## config.mk

```make
export PLATFORM = sky130hd
export DESIGN_NAME = tt_channel_bank
export DESIGN_NICKNAME = d
export VERILOG_FILES = /design/src/rtl/tt_channel_bank.sv
export SDC_FILE = /design/constraint.sdc
export NUM_CORES = 2
export LEC_CHECK = 0
export CAP_MARGIN = 40
export CORE_ASPECT_RATIO = 1.5
export CORE_MARGIN = 2
export CORE_UTILIZATION = 42
export CTS_CLUSTER_SIZE = 40
export DETAILED_ROUTE_END_ITERATION = 7
export HOLD_SLACK_MARGIN = 0.12
export PLACE_DENSITY = 0.71
export SLEW_MARGIN = 15
export SYNTH_ARGS = -nofsm -noshare
export SYNTH_HDL_FRONTEND = slang
export SYNTH_SLANG_ARGS = --single-unit
```

## constraint.sdc

```tcl
create_clock -name clk -period 4.85 [get_ports clk]
set_clock_uncertainty 0.2 [all_clocks]
set_input_delay 0.97 -clock clk [delete_from_list [all_inputs] [get_ports clk]]
set_output_delay 0.97 -clock clk [all_outputs]
set_load 0.05 [all_outputs]
```

## src/rtl/tt_channel_bank.sv

```systemverilog
// tt_channel_bank: per-channel write buffers copied to time-triggered output registers on matching global-time ticks
module tt_channel_bank #(
    parameter int NCH = 8,
    parameter int DW  = 32,
    parameter int TW  = 32
) (
    input  logic                   clk,
    input  logic                   rst,
    input  logic [TW-1:0]          g_time,
    input  logic                   wr_en,
    input  logic [$clog2(NCH)+2:0] waddr,
    input  logic [DW-1:0]          wdata,
    input  logic                   rd_en,
    input  logic [$clog2(NCH)+2:0] raddr,
    output logic [DW-1:0]          rdata,
    output logic                   rvalid,
    output logic [NCH-1:0]         trig,
    output logic                   ovr_irq
);
    localparam int AW = $clog2(NCH) + 3;
    logic [DW-1:0]  buf_q [NCH];
    logic [DW-1:0]  ph    [NCH];
    logic [DW-1:0]  out   [NCH];
    logic [TW-1:0]  mask  [NCH];
    logic [TW-1:0]  g_prev;
    logic [TW-1:0]  wmask;
    logic [NCH-1:0] en, os, pend, ovr, fire, wsel;
    logic [DW-1:0]  rval;
    logic [2:0]     wf, rf;
    logic           tick;
    assign tick    = g_time != g_prev;
    assign wf      = waddr[2:0];
    assign rf      = raddr[2:0];
    assign ovr_irq = |ovr;
    // exponents at or beyond the time width compare every bit
    assign wmask = (int'(wdata[4:0]) >= TW) ? '1 : ~({TW{1'b1}} << wdata[4:0]);
    always_comb begin
        fire = '0;
        wsel = '0;
        for (int i = 0; i < NCH; i++) begin
            wsel[i] = wr_en && ((waddr >> 3) == AW'(i));
            fire[i] = tick && en[i] && ((g_time & mask[i]) == (TW'(ph[i]) & mask[i])) && (!os[i] || pend[i]);
        end
    end
    always_comb begin
        rval = '0;
        for (int i = 0; i < NCH; i++)
            if ((raddr >> 3) == AW'(i))
                rval = rf == 3'd0 ? buf_q[i] :
                       rf == 3'd1 ? DW'(mask[i]) :
                       rf == 3'd2 ? ph[i] :
                       rf == 3'd3 ? DW'({os[i], en[i]}) :
                       rf == 3'd4 ? out[i] :
                       rf == 3'd5 ? DW'({ovr[i], pend[i]}) : '0;
    end
    always_ff @(posedge clk) begin
        if (rst) begin
            g_prev <= '0;
            rdata  <= '0;
            rvalid <= 1'b0;
            trig   <= '0;
            en     <= '0;
            os     <= '0;
            pend   <= '0;
            ovr    <= '0;
            for (int i = 0; i < NCH; i++) begin
                buf_q[i] <= '0;
                ph[i]    <= '0;
                out[i]   <= '0;
                mask[i]  <= '0;
            end
        end else begin
            g_prev <= g_time;
            rvalid <= rd_en;
            trig   <= fire;
            if (rd_en)
                rdata <= rval;
            for (int i = 0; i < NCH; i++) begin
                if (fire[i]) begin
                    out[i]  <= buf_q[i];
                    pend[i] <= 1'b0;
                end
                // a buffer write lands after the copy, so the copy sees the old buffer
                if (wsel[i])
                    case (wf)
                        3'd0: begin
                            buf_q[i] <= wdata;
                            pend[i]  <= 1'b1;
                            if (pend[i] && !fire[i])
                                ovr[i] <= 1'b1;
                        end
                        3'd1: mask[i] <= wmask;
                        3'd2: ph[i] <= wdata;
                        3'd3: begin
                            en[i] <= wdata[0];
                            os[i] <= wdata[1];
                        end
                        3'd5: if (wdata[1]) ovr[i] <= 1'b0;
                        default: ;
                    endcase
            end
        end
    end
endmodule
```

==> run metrics <==
Pint 16.8 mW; Slew HR 0.250; chip width 295 um; IO buf count 121; commonest non-fill, non-tap cell in the layout edfxtp_1; post-route ant nets 0; total grt overflow 0; Residual DRC 1; total negative slack 0 ns; Sw Share 0.268; Cells after DPL 6,248; Root Buffer clkbuf_16; Setup violations, final 0; share of layout cells above drive strength 1 0.140; Arr. time, crit path 5.25 ns; nets 4,752; Area growth syn-to-layout 15.7%; critical path data required time 5.29 ns; RSZ-0062 raised after global routing no; total die area 0.130 sq mm; Worst Path Class, Setup input pin to flop; routed wire length 226,000 um; Starting DRT DRC Count 6,369; Clock Path Buffers 3; Hold/Removal Path Class input pin to flop; Synth Register Bits 1,121; non-filler cells, final 6,458; power per cell area 373 mW/mm^2; CP Launch Type input pin; post_cts resized 0; Clock transition at path regs 0.07 ns; CP Capture Type flop; Final Max Tran Viols 0; via count 42,000; largest net degree at the start of global routing 64; Tightest Pin Transition 1.12 ns; clock share of power 0.381; Synthesized Nets 4,587; Pre-antenna DRT Iters 8; LEAKAGE 21.8 nW; NetSw 6.16 mW; Final HPWL DP 156,000 um; first-pass GRT wire length 312,000 um; Clock Sinks 1,121; worst skew pair latency 0.81 ns; sequential share of the synthesized area 0.613; routability cong. 1.03; main flop type after synthesis edfxtp_1; Core ar. 0.126 sq mm; aggregate global-route resource usage 0.346; CP Max Fanout 33; Final Hold Fails 0; num rows 159; most frequent cells in the layout 1,016 x edfxtp_1, 698 x nor2_1, 280 x xor2_1; Synth Area per Inst 11.8 sq um; WL/cell 34.9 um; Mapped Cells 4,507; number of global-route vias before repair 41,100; CTS HTree Levels 3; CTS tree yes; Synth Warn # 0; I/O pins 122; FMAX 208 MHz; Reg power frac 0.498; mapped cell area 0.0532 sq mm; post-synth cell types 70; via density per instance 6.51; Logic pwr share 0.120; Post-synth EDFFs 1,016; initial antenna violation count 15; share of flip-flops with an asynchronous set or reset 0; Max rail drop VDD 0.000343 V; Initial Utilization 0.424; die height 440 um; Post-CTS Setup Inserts 0; failing checks DRC; status finished with violations; MaxCap Viol Count 0; crit share post-route 0.993; cts bufs inserted 101; CTS hold repair buffers 0; fin crit period 4.82 ns
area by class of cell:
class                           instances  area, sq um
Fill cell                           10900        64000
Sequential cell                      1121        32600
Multi-Input combinational cell       2912        18700
Timing Repair Buffer                  440         4240
Clock buffer                          130         2740
Tap cell                             1690         2110
Clock inverter                         60          772
Inverter                               96          364
Antenna cell                            9         22.5
sequential cells by signal, summed over array words and instances, names as in the netlist, 8 cells and up:
| name | cells |
|---|---|
| buf_q | 256 |
| en | 8 |
| g_prev | 32 |
| mask | 248 |
| os | 8 |
| out | 256 |
| ovr | 8 |
| pend | 8 |
| ph | 256 |
| rdata | 32 |
| trig | 8 |
layer usage:
metal,GRT usage,share of wire,up-vias
li1,-,-,16800
met2,0.545,0.46,3463
met4,0.338,0.12,14
met1,0.371,0.31,20600
met3,0.0965,0.12,1173
met5,0,0.00040,-
Yosys cell counts (7+ instances only):
master	number	area, sq um
a221oi_1	74	648
a21oi_1	209	1050
and2_1	196	1230
inv_1	94	353
mux4_2	10	225
o221ai_1	12	105
o2111ai_1	8	70.1
nand2_1	196	736
a22o_1	48	420
nand4_1	38	238
mux2_2	114	1280
o21ai_0	158	791
o2bb2ai_1	28	245
clkbuf_1	211	792
nor2_1	701	2630
o31a_1	13	114
edfxtp_1	1016	30500
nor3_1	39	195
dfxtp_1	105	2100
mux2i_1	122	1220
a2bb2oi_1	13	114
buf_2	103	515
a31oi_1	47	294
o32a_1	13	130
nor2b_1	103	644
buf_4	20	150
xor2_1	280	2450
o22ai_1	7	43.8
a211oi_1	11	82.6
nand3b_1	7	52.6
o21ai_1	22	110
a22oi_1	192	1440
nand3_1	54	270
buf_1	29	109
buf_6	13	146
o31ai_1	32	240
nand2b_1	34	213
a2111oi_0	10	87.6
nor4_1	11	68.8
a221o_1	16	160
o311ai_0	14	123
o211ai_1	15	113
a21o_1	13	97.6
cell families after synthesis:
| family | count (synthesis) | synth area share |
|---|---|---|
| XOR/XNOR | 280 | 0.0461 |
| flip-flops | 1121 | 0.613 |
| AO/OA/AOI/OAI | 975 | 0.126 |
| buffers and inverters | 474 | 0.0396 |
| AND/OR/NAND/NOR | 1411 | 0.124 |
| multiplexers | 246 | 0.0513 |
power by group through the flow:
stage	Combinational, mW	Clock [mW]	Sequential, mW
3_3_place_gp	2.56	0	11.6
6_report	2.77	8.75	11.4
2_1_floorplan	1.29	0	11.6
5_1_grt	2.80	9.05	11.5
4_1_cts	2.61	8.71	11.4
3_5_place_dp	2.60	0	11.6
stage by stage:
step	hold slack [ns]	worst slack (ns)	area, sq um	total power [mW]	util
after global routing	0.256	0.113	61500	23.3	0.490
final	0.255	0.0348	61600	23.0	0.490
after CTS	0.253	0.682	61400	22.7	0.489
after detailed placement	0.272	-0.0800	57900	14.2	0.461
after floorplan	0.246	0.587	53200	12.8	-
after global placement	0.267	-0.0651	57600	14.2	0.459
worst max-delay path, stage by stage:
cell and delay [ns]:
clkdlybuf4s50_1 0.45, buf_4 0.24, buf_4 0.34, xor2_1 0.12, a22oi_1 0.89, nand4_1 0.80, or4_4 0.79, nor3_4 0.17
buf_12 0.24, and2_1 0.18
path summary, 6_finish.rpt:
| check | start | end | slack [ns] | depth (start not counted) |
|---|---|---|---|---|
| worst min-delay path | rst | pend[4]$_SDFF_PP0_ | 0.26 | 2 |
| worst max-delay path | g_time[19] | out[0][75]$_SDFFCE_PN0P_ | 0.03 | 10 |
| worst min register to register | en[1]$_SDFFE_PP0P_ | en[1]$_SDFFE_PP0P_ | 0.29 | 2 |
| worst max register to register | ph[0][83]$_SDFFCE_PN0P_ | out[0][75]$_SDFFCE_PN0P_ | 0.76 | 7 |
Power figures use the tool's default switching activity.
